--- src/rtl/dmem_pkg.sv ---
// dmem_pkg: shared constants and the MMIO address decoder for dmem_responder.
//   CYCLE_ADDR / TXDATA_ADDR / STATUS_ADDR : MMIO register byte addresses
//   ST_*                                   : STATUS register bit positions
//   MMIO_SEL_BIT                           : address bit choosing MMIO over RAM
package dmem_pkg;

  localparam logic [31:0] CYCLE_ADDR  = 32'h8000_0000;
  localparam logic [31:0] TXDATA_ADDR = 32'h8000_0004;
  localparam logic [31:0] STATUS_ADDR = 32'h8000_0008;

  localparam int unsigned ST_EMPTY     = 0;
  localparam int unsigned ST_FULL      = 1;
  localparam int unsigned ST_OVF       = 2;
  localparam int unsigned ST_CNT_LSB   = 8;
  localparam int unsigned MMIO_SEL_BIT = 31;

  typedef enum logic [1:0] {
    MMIO_CYCLE,
    MMIO_TXDATA,
    MMIO_STATUS,
    MMIO_NONE
  } mmio_reg_e;

  // Takes the word address (byte address bits [31:2]) so byte offsets never matter.
  function automatic mmio_reg_e mmio_decode(input logic [29:0] word_addr);
    if (word_addr == CYCLE_ADDR[31:2])  return MMIO_CYCLE;
    if (word_addr == TXDATA_ADDR[31:2]) return MMIO_TXDATA;
    if (word_addr == STATUS_ADDR[31:2]) return MMIO_STATUS;
    return MMIO_NONE;
  endfunction

endpackage

--- src/rtl/dmem_responder_fifo.sv ---
// sync_fifo: single-clock first-word-fall-through FIFO.
//   clk, reset (async, active-low)
//   push/wdata : enqueue request; accepted when not full or when popping this cycle
//   pop        : dequeue head (ignored while empty)
//   rdata      : head entry, 0 while empty
//   empty/full/count : occupancy
module sync_fifo #(
  parameter int unsigned WIDTH = 8,
  parameter int unsigned DEPTH = 8
) (
  input  logic                     clk,
  input  logic                     reset,
  input  logic                     push,
  input  logic                     pop,
  input  logic [WIDTH-1:0]         wdata,
  output logic [WIDTH-1:0]         rdata,
  output logic                     empty,
  output logic                     full,
  output logic [$clog2(DEPTH):0]   count
);

  localparam int unsigned PW = $clog2(DEPTH);

  logic [WIDTH-1:0] r_mem [DEPTH];
  logic [PW-1:0]    r_wr_ptr;
  logic [PW-1:0]    r_rd_ptr;
  logic [PW:0]      r_count;
  logic             w_pop;
  logic             w_push;

  assign empty = (r_count == '0);
  assign full  = (r_count == (PW+1)'(DEPTH));
  assign count = r_count;
  assign rdata = empty ? '0 : r_mem[r_rd_ptr];

  // A pop frees the head slot within the same edge, so a full FIFO still takes a push.
  assign w_pop  = pop && !empty;
  assign w_push = push && (!full || w_pop);

  always_ff @(posedge clk) begin
    if (w_push) r_mem[r_wr_ptr] <= wdata;
  end

  always_ff @(posedge clk or negedge reset) begin
    if (!reset) begin
      r_wr_ptr <= '0;
      r_rd_ptr <= '0;
      r_count  <= '0;
    end else begin
      if (w_push) r_wr_ptr <= r_wr_ptr + 1'b1;
      if (w_pop)  r_rd_ptr <= r_rd_ptr + 1'b1;
      case ({w_push, w_pop})
        2'b10:   r_count <= r_count + 1'b1;
        2'b01:   r_count <= r_count - 1'b1;
        default: r_count <= r_count;
      endcase
    end
  end

endmodule

--- src/rtl/dmem_responder.sv ---
// dmem_responder: data-port responder for the MIPS core (word RAM + MMIO).
// Optional transmit FIFO built when DMEM_TXFIFO_EN is defined.
//   clk, reset (async, active-low)
//   memwrite/aluout/writedata : core store strobe, byte address, store data
//   readdata                  : combinational load data
//   tx_valid/tx_data/tx_ready : FWFT byte stream out of the transmit FIFO
module dmem_responder
  import dmem_pkg::*;
#(
  parameter int unsigned DEPTH_WORDS = 64,
  parameter int unsigned FIFO_DEPTH  = 8
) (
  input  logic        clk,
  input  logic        reset,
  input  logic        memwrite,
  input  logic [31:0] aluout,
  input  logic [31:0] writedata,
  output logic [31:0] readdata,
  output logic        tx_valid,
  output logic [7:0]  tx_data,
  input  logic        tx_ready
);

  localparam int unsigned AW = $clog2(DEPTH_WORDS);

  logic [31:0]   r_ram [DEPTH_WORDS];
  logic [31:0]   r_cycle;
  logic          w_is_mmio;
  mmio_reg_e     w_reg;
  logic [AW-1:0] w_ram_idx;
  logic          w_cyc_wr;
  logic [31:0]   w_status;
  logic          w_unused;

  assign w_is_mmio = aluout[MMIO_SEL_BIT];
  assign w_reg     = mmio_decode(aluout[31:2]);
  assign w_ram_idx = aluout[AW+1:2];
  assign w_cyc_wr  = memwrite && w_is_mmio && (w_reg == MMIO_CYCLE);

  always_ff @(posedge clk) begin
    if (memwrite && !w_is_mmio) r_ram[w_ram_idx] <= writedata;
  end

  always_ff @(posedge clk or negedge reset) begin
    if (!reset)        r_cycle <= '0;
    else if (w_cyc_wr) r_cycle <= writedata;
    else               r_cycle <= r_cycle + 1'b1;
  end

`ifdef DMEM_TXFIFO_EN
  localparam int unsigned CW = $clog2(FIFO_DEPTH) + 1;

  logic          r_ovf;
  logic          w_push_req;
  logic          w_pop;
  logic          w_drop;
  logic          w_ovf_clr;
  logic          w_empty;
  logic          w_full;
  logic [CW-1:0] w_count;
  logic [7:0]    w_head;

  assign w_push_req = memwrite && w_is_mmio && (w_reg == MMIO_TXDATA);
  assign w_pop      = !w_empty && tx_ready;
  assign w_drop     = w_push_req && w_full && !w_pop;
  assign w_ovf_clr  = memwrite && w_is_mmio && (w_reg == MMIO_STATUS) && writedata[ST_OVF];

  sync_fifo #(
    .WIDTH(8),
    .DEPTH(FIFO_DEPTH)
  ) u_txfifo (
    .clk   (clk),
    .reset (reset),
    .push  (w_push_req),
    .pop   (w_pop),
    .wdata (writedata[7:0]),
    .rdata (w_head),
    .empty (w_empty),
    .full  (w_full),
    .count (w_count)
  );

  // A drop in the same cycle as a clear leaves ovf set.
  always_ff @(posedge clk or negedge reset) begin
    if (!reset)         r_ovf <= 1'b0;
    else if (w_drop)    r_ovf <= 1'b1;
    else if (w_ovf_clr) r_ovf <= 1'b0;
  end

  always_comb begin
    w_status                     = '0;
    w_status[ST_CNT_LSB +: 8]    = 8'(w_count);
    w_status[ST_OVF]             = r_ovf;
    w_status[ST_FULL]            = w_full;
    w_status[ST_EMPTY]           = w_empty;
  end

  assign tx_valid = !w_empty;
  assign tx_data  = w_head;
  assign w_unused = &{1'b0, aluout[1:0]};
`else
  assign w_status = '0;
  assign tx_valid = 1'b0;
  assign tx_data  = '0;
  assign w_unused = &{1'b0, aluout[1:0], tx_ready};
`endif

  always_comb begin
    readdata = '0;
    if (!w_is_mmio) begin
      readdata = r_ram[w_ram_idx];
    end else begin
      case (w_reg)
        MMIO_CYCLE:  readdata = r_cycle;
        MMIO_STATUS: readdata = w_status;
        default:     readdata = '0;
      endcase
    end
  end

endmodule

--- config.mk ---
export PLATFORM = sky130hd
export DESIGN_NAME = dmem_responder
export DESIGN_NICKNAME = d
export VERILOG_FILES = /design/src/rtl/dmem_pkg.sv /design/src/rtl/dmem_responder_fifo.sv /design/src/rtl/dmem_responder.sv
export SDC_FILE = /design/constraint.sdc
export NUM_CORES = 2
export LEC_CHECK = 0
export BUFFER_PORTS_ARGS = -buffer_cell sky130_fd_sc_hd__buf_4
export CORE_MARGIN = 5
export CORE_UTILIZATION = 45
export CTS_CLUSTER_DIAMETER = 30
export DETAILED_ROUTE_END_ITERATION = 16
export GPL_ROUTABILITY_DRIVEN = 0
export PLACE_DENSITY = 0.68
export SETUP_SLACK_MARGIN = 0.02
export SLEW_MARGIN = 15
export SYNTH_ARGS = -nofsm -noshare
export SYNTH_HDL_FRONTEND = slang
export SYNTH_SLANG_ARGS = --single-unit
--- constraint.sdc ---
create_clock -name clk -period 5.45 [get_ports clk]
set_input_delay 0.8175 -clock clk [delete_from_list [all_inputs] [get_ports clk]]
set_output_delay 0.8175 -clock clk [all_outputs]
set_load 0.01 [all_outputs]
# Yosys cells after proc, flatten, opt, wreduce, memory -nomap -nowiden
# Memories as Yosys holds them, arrays and structs flattened.
# Cells that the tools add are included.
[op_classes] add_sub_neg=1 n_eq_ne=3 n_mux=17 n_reduce_logical=5
[op_table] cell="$mux 32" n=3
[op_table] cell="$eq 30x30->1 const B" n=3
[op_table] cell="$add 32x1->32 const B" n=1
[op_table] cell="$mux 2" n=6
[op_table] cell="$mux 1" n=8
[op_table] cell="$logic_and 1x1->1" n=3
[op_table] cell="$logic_not 2->1" n=1
[op_table] cell="$logic_not 1->1" n=1
[totals] reg_bits=32 ram_bits=2048 input_bits=68 output_inout_bits=41 wordCells=28 mem_count=1
[memory_table] name="r_ram" depth=64 word_bits=32 read_ports=1 rd_clocked_by_memory_dff=0 write_ports=1 line="dmem_responder.sv:26" rtl="logic [31:0] r_ram [DEPTH_WORDS];"

# Longest topological paths before layout
[depth] ltp_word=11 mapped_depth=12 mapped_depth_nobuf=7

# Worst setup path after synthesis
# Ideal clock, no wire load.
[synth_path] path_kind="input-to-reg" startpoint="in aluout[3]" endpoint="mem r_ram[17][0] (enable)" setup_time_ns=0.421 arrival_ns=3.490 required_time_ns=5.029 setup_slack_ns=1.538 cell_stages=7 n_path_buf=4 cell_sequence="buf_4 > buf_6 > nor2_1 > clkbuf_1 > clkbuf_1 > nand3_1 > nor2_1"
[synth_lines] element="start: declaration" line="dmem_responder.sv:16" rtl="input logic [31:0] aluout,"
[synth_lines] element="end: declaration" line="dmem_responder.sv:26"
# No word-level cell before the write port.

# Worst setup path in the final report
[layout_path] startpoint="in aluout[3]" endpoint="out readdata[11]"
[layout_via] elab_chain_cells=10 elab_cells_between_ends=18 classes_between="eq/ne (3); mux (13); reduce/logical (1); memory (1)"
[layout_rtl] element="$eq 30x30->1" line="dmem_pkg.sv:28" rtl="if (word_addr == STATUS_ADDR[31:2]) return MMIO_STATUS;"
[layout_rtl] element="$mux 1 (2 in a row)" line="dmem_pkg.sv:28"
[layout_rtl] element="$mux 1" line="dmem_pkg.sv:27" rtl="if (word_addr == TXDATA_ADDR[31:2]) return MMIO_TXDATA;"
[layout_rtl] element="$mux 2" line="dmem_pkg.sv:29" rtl="return MMIO_NONE;"
[layout_rtl] element="$mux 2" line="dmem_pkg.sv:28"
[layout_rtl] element="$mux 2" line="dmem_pkg.sv:27"
[layout_rtl] element="$logic_not 2->1" line="dmem_responder.sv:113" rtl="case (w_reg)"
[layout_rtl] element="$mux 32" line="dmem_responder.sv:113"
[layout_rtl] element="$mux 32 (*)" line="dmem_responder.sv:110" rtl="if (!w_is_mmio) begin"
[layout_rtl] element="end: declaration" line="dmem_responder.sv:18" rtl="output logic [31:0] readdata,"
# Mark *: on every way between the ends. The rest lies on a longest branch, timed or not. The select of a mux whose other input is x is not followed.

==> results.py <==
metrics = {
    "timing": {
        "tightest_slew_ns": 1.060,
        "setup_slack_ns": 0.2888,
        "finalHoldViolations": 0,
        "rsz0062_at_grt": "false",
        "max_freq_mhz": 193.8,
        "max_slew_margin_pct": 29.10,
        "tns_ns": 0,
        "fin_skew_ns": 0.03853,
        "fin_crit_ns": 5.161,
        "timing.final.crit_share_pct": 94.70,
        "slew_violations": 0,
        "finalSetupViolations": 0,
    },
    "clock_tree": {
        "post_cts_buffers": 0,
        "cts_tree": "done",
        "cts_num_sinks": 2080,
        "clk_pin_slew_ns": 0.05,
        "cts_max_level": 5,
        "cts_buffers": 336,
        "clk_latency_ns": 0.92,
        "root_buffer": "clkbuf_16",
        "ctsResizeCount": 0,
        "ctsLongestPathBuffers": 4,
    },
    "floorplan": {
        "rows": 155,
        "die-area_um2": 188100,
        "num_io_pins": 109,
        "initial_core_util_pct": 45.24,
        "core_um2": 178600,
        "die-height_um": 433.7,
        "die_w_um": 433.7,
    },
    "cells_and_area": {
        "fin_nets": 4905,
        "syn2layout_area_growth_pct": 20.17,
        "drive_gt1_share_pct": 24.02,
        "final_cells": 7451,
        "n_fill_cell": 13302,
    },
    "setup_path": {
        "crit_required_ns": 4.63,
        "path_max_fanout": 47,
        "end_kind": "output port",
        "worst_ep_arrival_time_ns": 4.34,
        "crit_type": "primary input to output port",
        "critPathLaunchType": "primary input",
    },
    "min_path": {
        "hold_path.class": "primary input to async pin",
    },
    "synth": {
        "async_reset_ff_share_pct": 1.538,
        "synthFlopType": "edfxtp_1",
        "ys_ff_latch": 2080,
        "synth-seq-area-share_pct": 77.10,
        "synth_area_um2": 80800,
        "synth.distinct_cells": 81,
        "syn_avg_cell_area_um2": 18.13,
        "synth_edf_count": 2048,
        "synthCells": 4456,
        "yosysWarnings": 0,
    },
    "grt": {
        "grt_pass1_vias": 46817,
        "antenna_found_initial": 12,
        "grt_max_degree": 78,
        "grt_pass1_wl_um": 340300,
        "grt-ovfl-total": 0,
        "track_usage_pct": 25.22,
    },
    "drt": {
        "vias_per_cell": 6.449,
        "antenna_left": 0,
        "dr.pass1.iters": 5,
        "via_count": 48051,
        "drc": 0,
        "wl_per_cell_um": 32.38,
        "drt_iter0_markers": 7057,
        "finalWirelength_um": 241300,
    },
    "pwr": {
        "ir_worst_vdd_mv": 0.3844,
        "p_per_area_nw_per_um2": 411.9,
        "p_leak_nw": 31.66,
    },
    "outcome": {
        "status": "completed",
    },
    "placement": {
        "place_inst": 6852,
        "portBuffers": 96,
        "dpl.hpwl_um": 141400,
        "detailedPlace.worstSlack_ns": 0.5585,
    },
    "job": {
        "maxCapViolations": 0,
    },
}
==> critical path: stages <==
cell and delay, ns:
buf_8 0.28, buf_4 0.52, nor2b_4 0.32, buf_12 0.33, a22oi_1 0.13, nand3_1 0.29, nand2_1 0.09, a2111oi_0 0.69
a31oi_1 0.45, buf_4 0.27
==> path summary, 6_finish.rpt <==
check / from / endpoint / slack [ns] / depth (start not counted)
min in group clk: writedata[6] / r_ram[14][6]$_DFFE_PP_ / 0.46 / 1
hold reg to reg: r_cycle[27]$_DFF_PN0_ / r_cycle[27]$_DFF_PN0_ / 0.61 / 2
setup / recovery: aluout[3] / readdata[11] / 0.29 / 10
hold / removal: reset / r_cycle[27]$_DFF_PN0_ / 0.46 / 2
max in group asynchronous: reset / r_cycle[10]$_DFF_PN0_ / 4.61 / 2
setup reg to reg: r_cycle[3]$_DFF_PN0_ / r_cycle[28]$_DFF_PN0_ / 2.99 / 6
==> area by class of cell <==
cell class | instances | area [um^2] | share of cell area (%)
diodes | 5 | 12.51 | 0.01289
clock buffers | 370 | 8642 | 8.901
clock inverters | 223 | 2243 | 2.311
inverters | 9 | 40.04 | 0.04124
multi-input cells | 2043 | 17450 | 17.97
flip-flops and latches | 2080 | 62300 | 64.17
well taps | 2355 | 2947 | 3.035
repair buffers | 366 | 3461 | 3.564
==> synthesized netlist by cell type, drive strengths merged (11+ instances only) <==
library cell	instances	area (um^2)
a2111oi	11	102.6
a21oi	86	430.4
a221o	21	210.2
a221oi	290	2540
a22o	32	280.3
a22oi	167	1254
a31oi	44	275.3
a32oi	57	499.2
and2	20	125.1
buf	206	1170
clkbuf	126	473.0
dfrtp	32	800.8
edfxtp	2048	61500
mux2	127	1434
mux2i	309	3093
mux4	92	2072
nand2	64	240.2
nand3	44	220.2
nand4	21	137.6
nor2	192	725.7
nor2b	31	193.9
nor3	19	105.1
o21ai	105	525.5
o22a	63	551.8
o22ai	84	525.5
xnor2	18	157.7
xor2	12	105.1
==> per-stage QoR <==
step / utilization, % / area, um^2 / hold WS [ns] / total power [mW]
finish: 54.36 / 97090 / 0.4634 / 39.99
floorplan: - / 80830 / 0.4599 / 18.87
global placement: 48.25 / 86180 / 0.5623 / 19.80
CTS: 54.35 / 97080 / 0.4136 / 40.06
global route: 54.35 / 97080 / 0.4623 / 40.94
detailed placement: 48.25 / 86180 / 0.5731 / 19.83
==> cells in the final DEF, fill, tap and decap left out, drive strengths merged, types with 19 or more instances in the layout <==
cell type / instances
nor2: 192
o22a: 63
o21ai: 105
nor2b: 31
bufinv: 30
mux2i: 309
clkbuf: 370
mux4: 92
o22ai: 84
a221oi: 290
inv: 55
a22oi: 167
nor3: 19
a221o: 21
edfxtp: 2048
a22o: 32
nand4: 21
a32oi: 57
clkinv: 110
clkinvlp: 37
a21oi: 86
and2: 20
a31oi: 44
nand3: 44
buf: 365
dfrtp: 32
mux2: 127
nand2: 64
==> metal layers <==
metal	track usage [%]	share of wire, %	vias up
met5	0	0	-
met4	11.60	4.9	0
met3	6.510	12	602
met2	39.85	47	3459
met1	33.01	36	24570
li1	-	-	19420
==> flip-flops by register name, summed over array words and instances, names as in the netlist <==
register and flops:
r_ram 2048, r_cycle 32
==> timing repair <==
item                                    CTS  global route
hold buffers                              1             0
endpoints found under the setup margin    0             0
endpoints found under the hold margin    32             0
==> kinds of logic (layout without fill, tap and decap cells) <==
| logic type | after synthesis | count (layout) | share of synthesized area, % |
|---|---|---|---|
| compound gates | 1023 | 1023 | 9.576 |
| xor+xnor | 30 | 30 | 0.3252 |
| fa+ha+maj | 1 | 1 | 0.01548 |
| buf+inv | 341 | 968 | 2.075 |
| flops | 2080 | 2080 | 77.10 |
| mux | 528 | 528 | 8.167 |
| other cells | 1 | 14 | 0.004641 |
| simple gates | 452 | 452 | 2.732 |
==> where the power goes <==
group / switching, mW / internal (mW)
clock network: 7.48 / 12.9
logic: 1.31 / 0.588
registers: 0.0142 / 17.7
Power figures use the tool's default switching activity.
